[src/rtl/l1_tag_pkg.sv]
// Shared types and constants for the L1 tag array controller.
package l1_tag_pkg;

    localparam int TAG_W = 19;
    localparam int IDX_W = 8;

    localparam logic [TAG_W-1:0] INIT_VALUE = '0;

    typedef enum logic {
        SWEEP = 1'b0,
        READY = 1'b1
    } tag_state_e;

endpackage

[src/rtl/l1_tag_sram_ctrl.sv]
// Sequencer in front of the 1R1W tag SRAM: invalidate sweep, read/write
// arbitration, write-first bypass on same-address collision, 1-cycle read response.
//
// Handshake: a lookup is taken in the cycle rd_valid && rd_ready, an update in
// the cycle wr_valid && wr_ready. Both readies are combinational (low while
// sweeping or while flush_req is high), and an accepted request drives the SRAM
// port in that same cycle. rsp_valid follows an accepted lookup by exactly one
// cycle and cannot be stalled.
module l1_tag_sram_ctrl #(
    parameter int DATA_WIDTH = l1_tag_pkg::TAG_W,
    parameter int ADDR_WIDTH = l1_tag_pkg::IDX_W,
    parameter logic [DATA_WIDTH-1:0] INIT_VALUE = DATA_WIDTH'(l1_tag_pkg::INIT_VALUE)
) (
    input  logic                  clk,
    input  logic                  rst_n,
    input  logic                  rd_valid,
    output logic                  rd_ready,
    input  logic [ADDR_WIDTH-1:0] rd_addr,
    output logic                  rsp_valid,
    output logic [DATA_WIDTH-1:0] rsp_data,
    input  logic                  wr_valid,
    output logic                  wr_ready,
    input  logic [ADDR_WIDTH-1:0] wr_addr,
    input  logic [DATA_WIDTH-1:0] wr_data,
    input  logic                  flush_req,
    output logic                  busy,
    output logic                  flush_done,
    output logic                  sram_csb0,
    output logic [ADDR_WIDTH-1:0] sram_addr0,
    output logic [DATA_WIDTH-1:0] sram_din0,
    output logic                  sram_csb1,
    output logic [ADDR_WIDTH-1:0] sram_addr1,
    input  logic [DATA_WIDTH-1:0] sram_dout1
);
    import l1_tag_pkg::*;

    // Counter is one bit wider than the index so the terminal compare never aliases.
    localparam logic [ADDR_WIDTH:0] LAST_IDX = {1'b0, {ADDR_WIDTH{1'b1}}};
    localparam logic [ADDR_WIDTH:0] CNT_ONE  = (ADDR_WIDTH+1)'(1);

    tag_state_e            state_q, state_d;
    logic [ADDR_WIDTH:0]   cnt_q, cnt_d;
    logic                  rsp_valid_q, rsp_valid_d;
    logic                  flush_done_q, flush_done_d;
    logic [DATA_WIDTH-1:0] byp_q, byp_d;
    logic                  byp_flag_q, byp_flag_d;
    logic                  rd_acc, wr_acc, collide;

    always_comb begin
        state_d      = state_q;
        cnt_d        = cnt_q;
        flush_done_d = 1'b0;
        byp_d        = byp_q;
        rd_ready     = 1'b0;
        wr_ready     = 1'b0;
        sram_csb0    = 1'b1;
        sram_addr0   = '0;
        sram_din0    = '0;
        sram_csb1    = 1'b1;
        sram_addr1   = '0;

        case (state_q)
            SWEEP: begin
                sram_csb0  = 1'b0;
                sram_addr0 = cnt_q[ADDR_WIDTH-1:0];
                sram_din0  = INIT_VALUE;
                if (cnt_q == LAST_IDX) begin
                    state_d      = READY;
                    cnt_d        = '0;
                    flush_done_d = 1'b1;
                end else begin
                    cnt_d = cnt_q + CNT_ONE;
                end
            end
            READY: begin
                if (flush_req) begin
                    state_d = SWEEP;
                    cnt_d   = '0;
                end else begin
                    rd_ready = 1'b1;
                    wr_ready = 1'b1;
                end
            end
            default: state_d = SWEEP;
        endcase

        rd_acc  = rd_valid && rd_ready;
        wr_acc  = wr_valid && wr_ready;
        collide = rd_acc && wr_acc && (rd_addr == wr_addr);

        if (wr_acc) begin
            sram_csb0  = 1'b0;
            sram_addr0 = wr_addr;
            sram_din0  = wr_data;
        end
        // On a collision the read port stays idle; the response comes from the bypass reg.
        if (rd_acc && !collide) begin
            sram_csb1  = 1'b0;
            sram_addr1 = rd_addr;
        end

        rsp_valid_d = rd_acc;
        byp_flag_d  = collide;
        if (collide) begin
            byp_d = wr_data;
        end
    end

    always_ff @(posedge clk or negedge rst_n) begin
        if (!rst_n) begin
            state_q      <= SWEEP;
            cnt_q        <= '0;
            rsp_valid_q  <= 1'b0;
            flush_done_q <= 1'b0;
            byp_q        <= '0;
            byp_flag_q   <= 1'b0;
        end else begin
            state_q      <= state_d;
            cnt_q        <= cnt_d;
            rsp_valid_q  <= rsp_valid_d;
            flush_done_q <= flush_done_d;
            byp_q        <= byp_d;
            byp_flag_q   <= byp_flag_d;
        end
    end

    assign busy       = (state_q == SWEEP);
    assign flush_done = flush_done_q;
    assign rsp_valid  = rsp_valid_q;
    assign rsp_data   = rsp_valid_q ? (byp_flag_q ? byp_q : sram_dout1) : '0;

endmodule

[config.mk]
export PLATFORM = sky130hd
export DESIGN_NAME = l1_tag_sram_ctrl
export DESIGN_NICKNAME = d
export VERILOG_FILES = /design/src/rtl/l1_tag_pkg.sv /design/src/rtl/l1_tag_sram_ctrl.sv
export SDC_FILE = /design/constraint.sdc
export NUM_CORES = 1
export LEC_CHECK = 0
export ABC_CLOCK_PERIOD_IN_PS = 2100
export CAP_MARGIN = 20
export CELL_PAD_IN_SITES_DETAIL_PLACEMENT = 1
export CELL_PAD_IN_SITES_GLOBAL_PLACEMENT = 1
export CORE_MARGIN = 4
export CORE_UTILIZATION = 27
export CTS_CLUSTER_SIZE = 16
export DETAILED_ROUTE_END_ITERATION = 10
export GPL_ROUTABILITY_DRIVEN = 0
export MAX_ROUTING_LAYER = met4
export PLACE_DENSITY_LB_ADDON = 0.1
export SYNTH_ARGS = -nofsm -noshare
export SYNTH_HDL_FRONTEND = slang
export SYNTH_SLANG_ARGS = --single-unit
[constraint.sdc]
create_clock -name clk -period 2.1 [get_ports clk]
set_clock_uncertainty 0.05 [all_clocks]
set_input_delay 0.315 -clock clk [delete_from_list [all_inputs] [get_ports clk]]
set_output_delay 0.315 -clock clk [all_outputs]
set_load 0.01 [all_outputs]
; ---- Yosys cells after proc, flatten, opt, wreduce, memory -nomap -nowiden
; Cells that the tools add are included.
[totals]
ff_bits = 32
input_bits = 59
[classes]
add_sub_neg = 1
eq_ne = 3
muxes = 17
bitwise = 1
reduce_logical = 6
[ops]
columns = op, count
row1 = $mux W19, 3
row2 = $mux W8, 3
row3 = $mux W9, 2
row4 = $pmux W9 S2, 1
row5 = $add A9 B1 Y9 const B, 1
row6 = $eq A9 B8 Y1 const B, 1
row7 = $eq A8 B8 Y1, 1
row8 = $mux W1, 7
row9 = $logic_and A1 B1 Y1, 5
row10 = $ne A2 B2 Y1 const B, 1
row11 = $pmux W1 S2, 1
row12 = $logic_not A1 Y1, 1
row13 = $not A1 Y1, 1

; ---- Longest topological paths before layout
[depth]
ltp_word = 8
ltp_mapped = 6
ltp_nobuf = 5

; ---- Worst setup path before layout
; Ideal clock, no wire load.
[synth_path]
path_kind = flip-flop to flip-flop
startpoint = register state_q
endpoint = register byp_q[10]
setup_time_ps = 125
t_arrival_ps = 1708
required_time_ps = 1925
path_slack_ps = 217
path_stages_with_launch = 6
n_path_buf = 1
period_less_slack_ps = 1883
cell_sequence = dfrtp_1 and2b_1 nand2_2 nor4_4 buf_6 mux2_2
[synth_between]
elab_chain_len = 4
word_cells_on_any_way = 5
[synth_rtl]
columns = item, line
row1 = from (decl), l1_tag_sram_ctrl.sv:41  ; tag_state_e state_q, state_d;
row2 = from (signal assigned), l1_tag_sram_ctrl.sv:118  ; state_q <= state_d;
row3 = $mux W1 *, l1_tag_sram_ctrl.sv:62  ; case (state_q)
row4 = "$logic_and A1 B1 Y1, on equally long branches", "l1_tag_sram_ctrl.sv:87, l1_tag_sram_ctrl.sv:88"
row5 = $logic_and A1 B1 Y1 * (2 in series), l1_tag_sram_ctrl.sv:89  ; collide = rd_acc && wr_acc && (rd_addr == wr_addr);
row6 = to (signal assigned), l1_tag_sram_ctrl.sv:122  ; byp_q <= byp_d;
row7 = to (decl), l1_tag_sram_ctrl.sv:45  ; logic [DATA_WIDTH-1:0] byp_q, byp_d;
; Every way passes the cells marked *; elsewhere a longest branch is shown, timed or not.
; A chain may end at the register's enable or synchronous reset.

; ---- Worst setup path in the final report
[layout_path]
startpoint = register byp_flag_q
endpoint = output rsp_data[15]
[layout_between]
elab_chain_len = 2
[layout_rtl]
columns = item, line
row1 = from (decl), l1_tag_sram_ctrl.sv:46  ; logic byp_flag_q, byp_flag_d;
row2 = from (signal assigned), l1_tag_sram_ctrl.sv:123  ; byp_flag_q <= byp_flag_d;
row3 = $mux W19 (2 in series), l1_tag_sram_ctrl.sv:130  ; assign rsp_data = rsp_valid_q ? (byp_flag_q ? byp_q : sram_dout1) : '0;
row4 = to (decl), l1_tag_sram_ctrl.sv:20  ; output logic [DATA_WIDTH-1:0] rsp_data,
; No other way between the ends.

==> impl_results.md <==
* Total power at between 0.0015 and 0.002 W
* Count of final setup violators at 0
* Overall routing resource usage at a little under a fifth
* Worst Tran Pin Value at 0.4490 ns
* Largest net degree at the start of global routing at 33
* Clock sinks at 32
* Worst min-delay path startpoint: flush_req
* Num CTS Buffers at 5
* Routed WL at 8142 µm
* Final Max Tran Viols at 0
* Most common cell in the netlist: dfrtp_1
* Vias in the first global route at 2295
* Grt ovf at 0
* Avg Inst Size Synth at 10.20 µm²
* Hold Path Class: input port to register
* Flop-to-flop setup slack at about 0.17 ns
* CTS tree: built
* Post-Syn Instances at just under 200
* Buffers on Ports at ~120
* Min-Delay Path Depth at 3
* Crit path kind: register to output port
* Routed via count at ~2200
* Area delta synth->final at 86.26%
* Max Fclk at just under 0.5 GHz
* Mapped cell area at 2031 µm²
* Die W at about 95 µm
* Number of synthesized flops with an enable pin at 0
* Effective utilization at floorplan at 27.85%
* Utilization after layout at 51.87%
* Post-synth cell types at 37
* # rows at 31
* Period Utilization, post-route at a little over nine tenths
* DR vias/cell at approximately 4.7
* Crit end category: output port
* Worst-case reg-to-reg path depth at 8
* Worst R2R End: byp_q[13]$_DFFE_PN0P_
* Final Hold Viols at 0
* Synth Warn # at 0
* Clock Root Buffer: clkbuf_8
* Leak Pwr at 2.010 nW
* Rel. slew slack at approximately 70%
* Worst skew pair latency at about 0.27 ns
* Peak supply drop at 429.6 µV
* First-pass GRT wire length at between 10000 and 15000 µm
* Die height at between 90 and 100 µm
* Htree depth at 2
* Synth area leaders: dfrtp_1 (39%), mux2_2 (11%), mux2i_1 (9.4%)
* CP required at approximately 1.7 ns
* HPWL after DPL at slightly above 6000 µm
* Met1 wire length at about 3300 µm
* Antenna diodes at 0
* Yosys reg bits at 32
* Routed wl met3 at approximately 330 µm
* Post-synth ARST share at between 90% and 100%
* Pint at between 0.001 and 0.0015 W
* DR pass1 iterations at 4
* Switching pwr at 0.0005230 W
* Drt wl/cell at 17.70 µm
* WP data arrival at 1.66 ns
* RR Startpoint: state_q$_DFF_PN0_
* Clk pwr share at 25.8%
* Total die area at 8973 µm²
* DR iter-0 viols at 32
* Worst-path clk slew at 0.06 ns
* Initial antenna violation count at 0
* Sequential cell area fraction in the yosys report at 39.43%
* Combinational power share at 29.8%
* Status: finished, final reports clean
* Max cap viols at 0
* Max Fanout on Critical Path at 12
* Routed Antenna Nets at 0
* Predominant post-synthesis flop cell: dfrtp_1
* # DRC at 0
* Crit start category: register
* # IOs at 120
* Fraction of layout cells with a size suffix above 1 at a little over 30%
* DR top layer: met4
* Seq pwr share at around 44%
* Mapped Nets at 259
* Layout Nets at roughly 420
* Top cells by count, synth: dfrtp_1 (32), and3_1 (20), mux2_2 (20)
* Clock buffer depth at 2
* Switch share at a little under a third
* Pwr dens at ~450 nW/µm²
* Share of the synthesized area in the top cell type at about 39%
* Hold endpoint: cnt_q[4]$_DFFE_PN0P_
* Metal2 WL at approximately 4400 µm
* Minimum clock period at ~2 ns
* Core area at 7292 µm²
* Dominant cell type by area after synthesis: dfrtp_1
[worst max-delay path by stage]
stage | startpoint | to | slack, ns
6_report | byp_flag_q$_DFF_PN0_ | rsp_data[15] | 0.08
4_1_cts | flush_req | sram_addr0[5] | -0.04
2_1_floorplan | state_q$_DFF_PN0_ | byp_q[10]$_DFFE_PN0P_ | 0.22
3_5_place_dp | wr_addr[0] | sram_addr1[3] | -0.44
3_3_place_gp | flush_req | sram_addr0[7] | -0.35
5_1_grt | wr_addr[2] | byp_q[15]$_DFFE_PN0P_ | -0.007
[per-stage QoR]
step	instances	setup slack (ns)	hold slack [ns]	setup TNS (ns)	instance area, µm²
2_1_floorplan	199	0.2170	-0.03059	0	2031
3_3_place_gp	435	-0.3489	0.4081	-14.62	3526
3_5_place_dp	435	-0.4420	0.4078	-16.63	3526
4_1_cts	458	-0.03611	0.4213	-0.1837	3706
5_1_grt	460	-0.006744	0.3448	-0.01851	3782
6_report	460	0.07667	0.3305	0	3782
[power by group through the flow]
| stage | combinational, W | clock, W | sequential (W) |
|---|---|---|---|
| floorplan | 0.000233 | 0 | 0.000750 |
| global placement | 0.000551 | 0 | 0.000771 |
| detailed placement | 0.000559 | 0 | 0.000775 |
| CTS | 0.000519 | 0.000464 | 0.000763 |
| global route | 0.000565 | 0.000487 | 0.000777 |
| finish | 0.000512 | 0.000443 | 0.000763 |
[timing repair]
action,in CTS,in global routing
pin swaps,7,5
cloned,2,0
gates resized for setup,136,38
setup endpoints to repair,52,58
hold buffers,0,0
buffers inserted,14,2
[state kept, by name, indices dropped and copies added, names as in the netlist]
signal and flops:
byp_flag_q 1, byp_q 19, cnt_q 9, flush_done 1, rsp_valid 1, state_q 1
[cell type report]
type | count | area (µm²)
repair buffers | 167 | 1510
clock inverters | 1 | 5.005
multi-input cells | 151 | 1255
well taps | 99 | 123.9
clock buffers | 6 | 72.57
inverters | 4 | 15.01
fillers | 859 | 3510
flip-flops and latches | 32 | 800.8
[cell families after synthesis]
kind of cell	Yosys count	synth area share, %
buf+inv	16	3.573
simple gates	81	24.65
xor+xnor	11	4.745
flops	32	39.43
compound gates	19	6.531
fa+ha+maj	1	0.6160
mux	39	20.46
[routing by layer]
| layer | vias to the layer above | track usage, % |
|---|---|---|
| li1 | 1041 | - |
| met5 | - | - |
| met1 | 1074 | 21.32 |
| met4 | 0 | 5.409 |
| met3 | 11 | 3.426 |
| met2 | 52 | 32.41 |
[layout by cell type, fill, tap and decap left out, types with 9 or more instances in the layout]
| master | instances |
|---|---|
| clkdlybuf4s15_1 | 12 |
| buf_4 | 37 |
| mux2_2 | 18 |
| mux2i_1 | 19 |
| buf_2 | 14 |
| clkdlybuf4s50_1 | 51 |
| buf_6 | 9 |
| and3_1 | 20 |
| dlygate4sd2_1 | 20 |
| dfrtp_1 | 32 |
| nor2b_1 | 19 |
| dlymetal6s2s_1 | 13 |
| nand2_1 | 11 |
[critical path: stages (launching register included)]
cell	delay, ns
dfrtp_1	0.38
buf_4	0.21
mux2i_1	0.14
nor2b_1	0.11
clkdlybuf4s50_1	0.54
(Power assumes the default switching activity.)
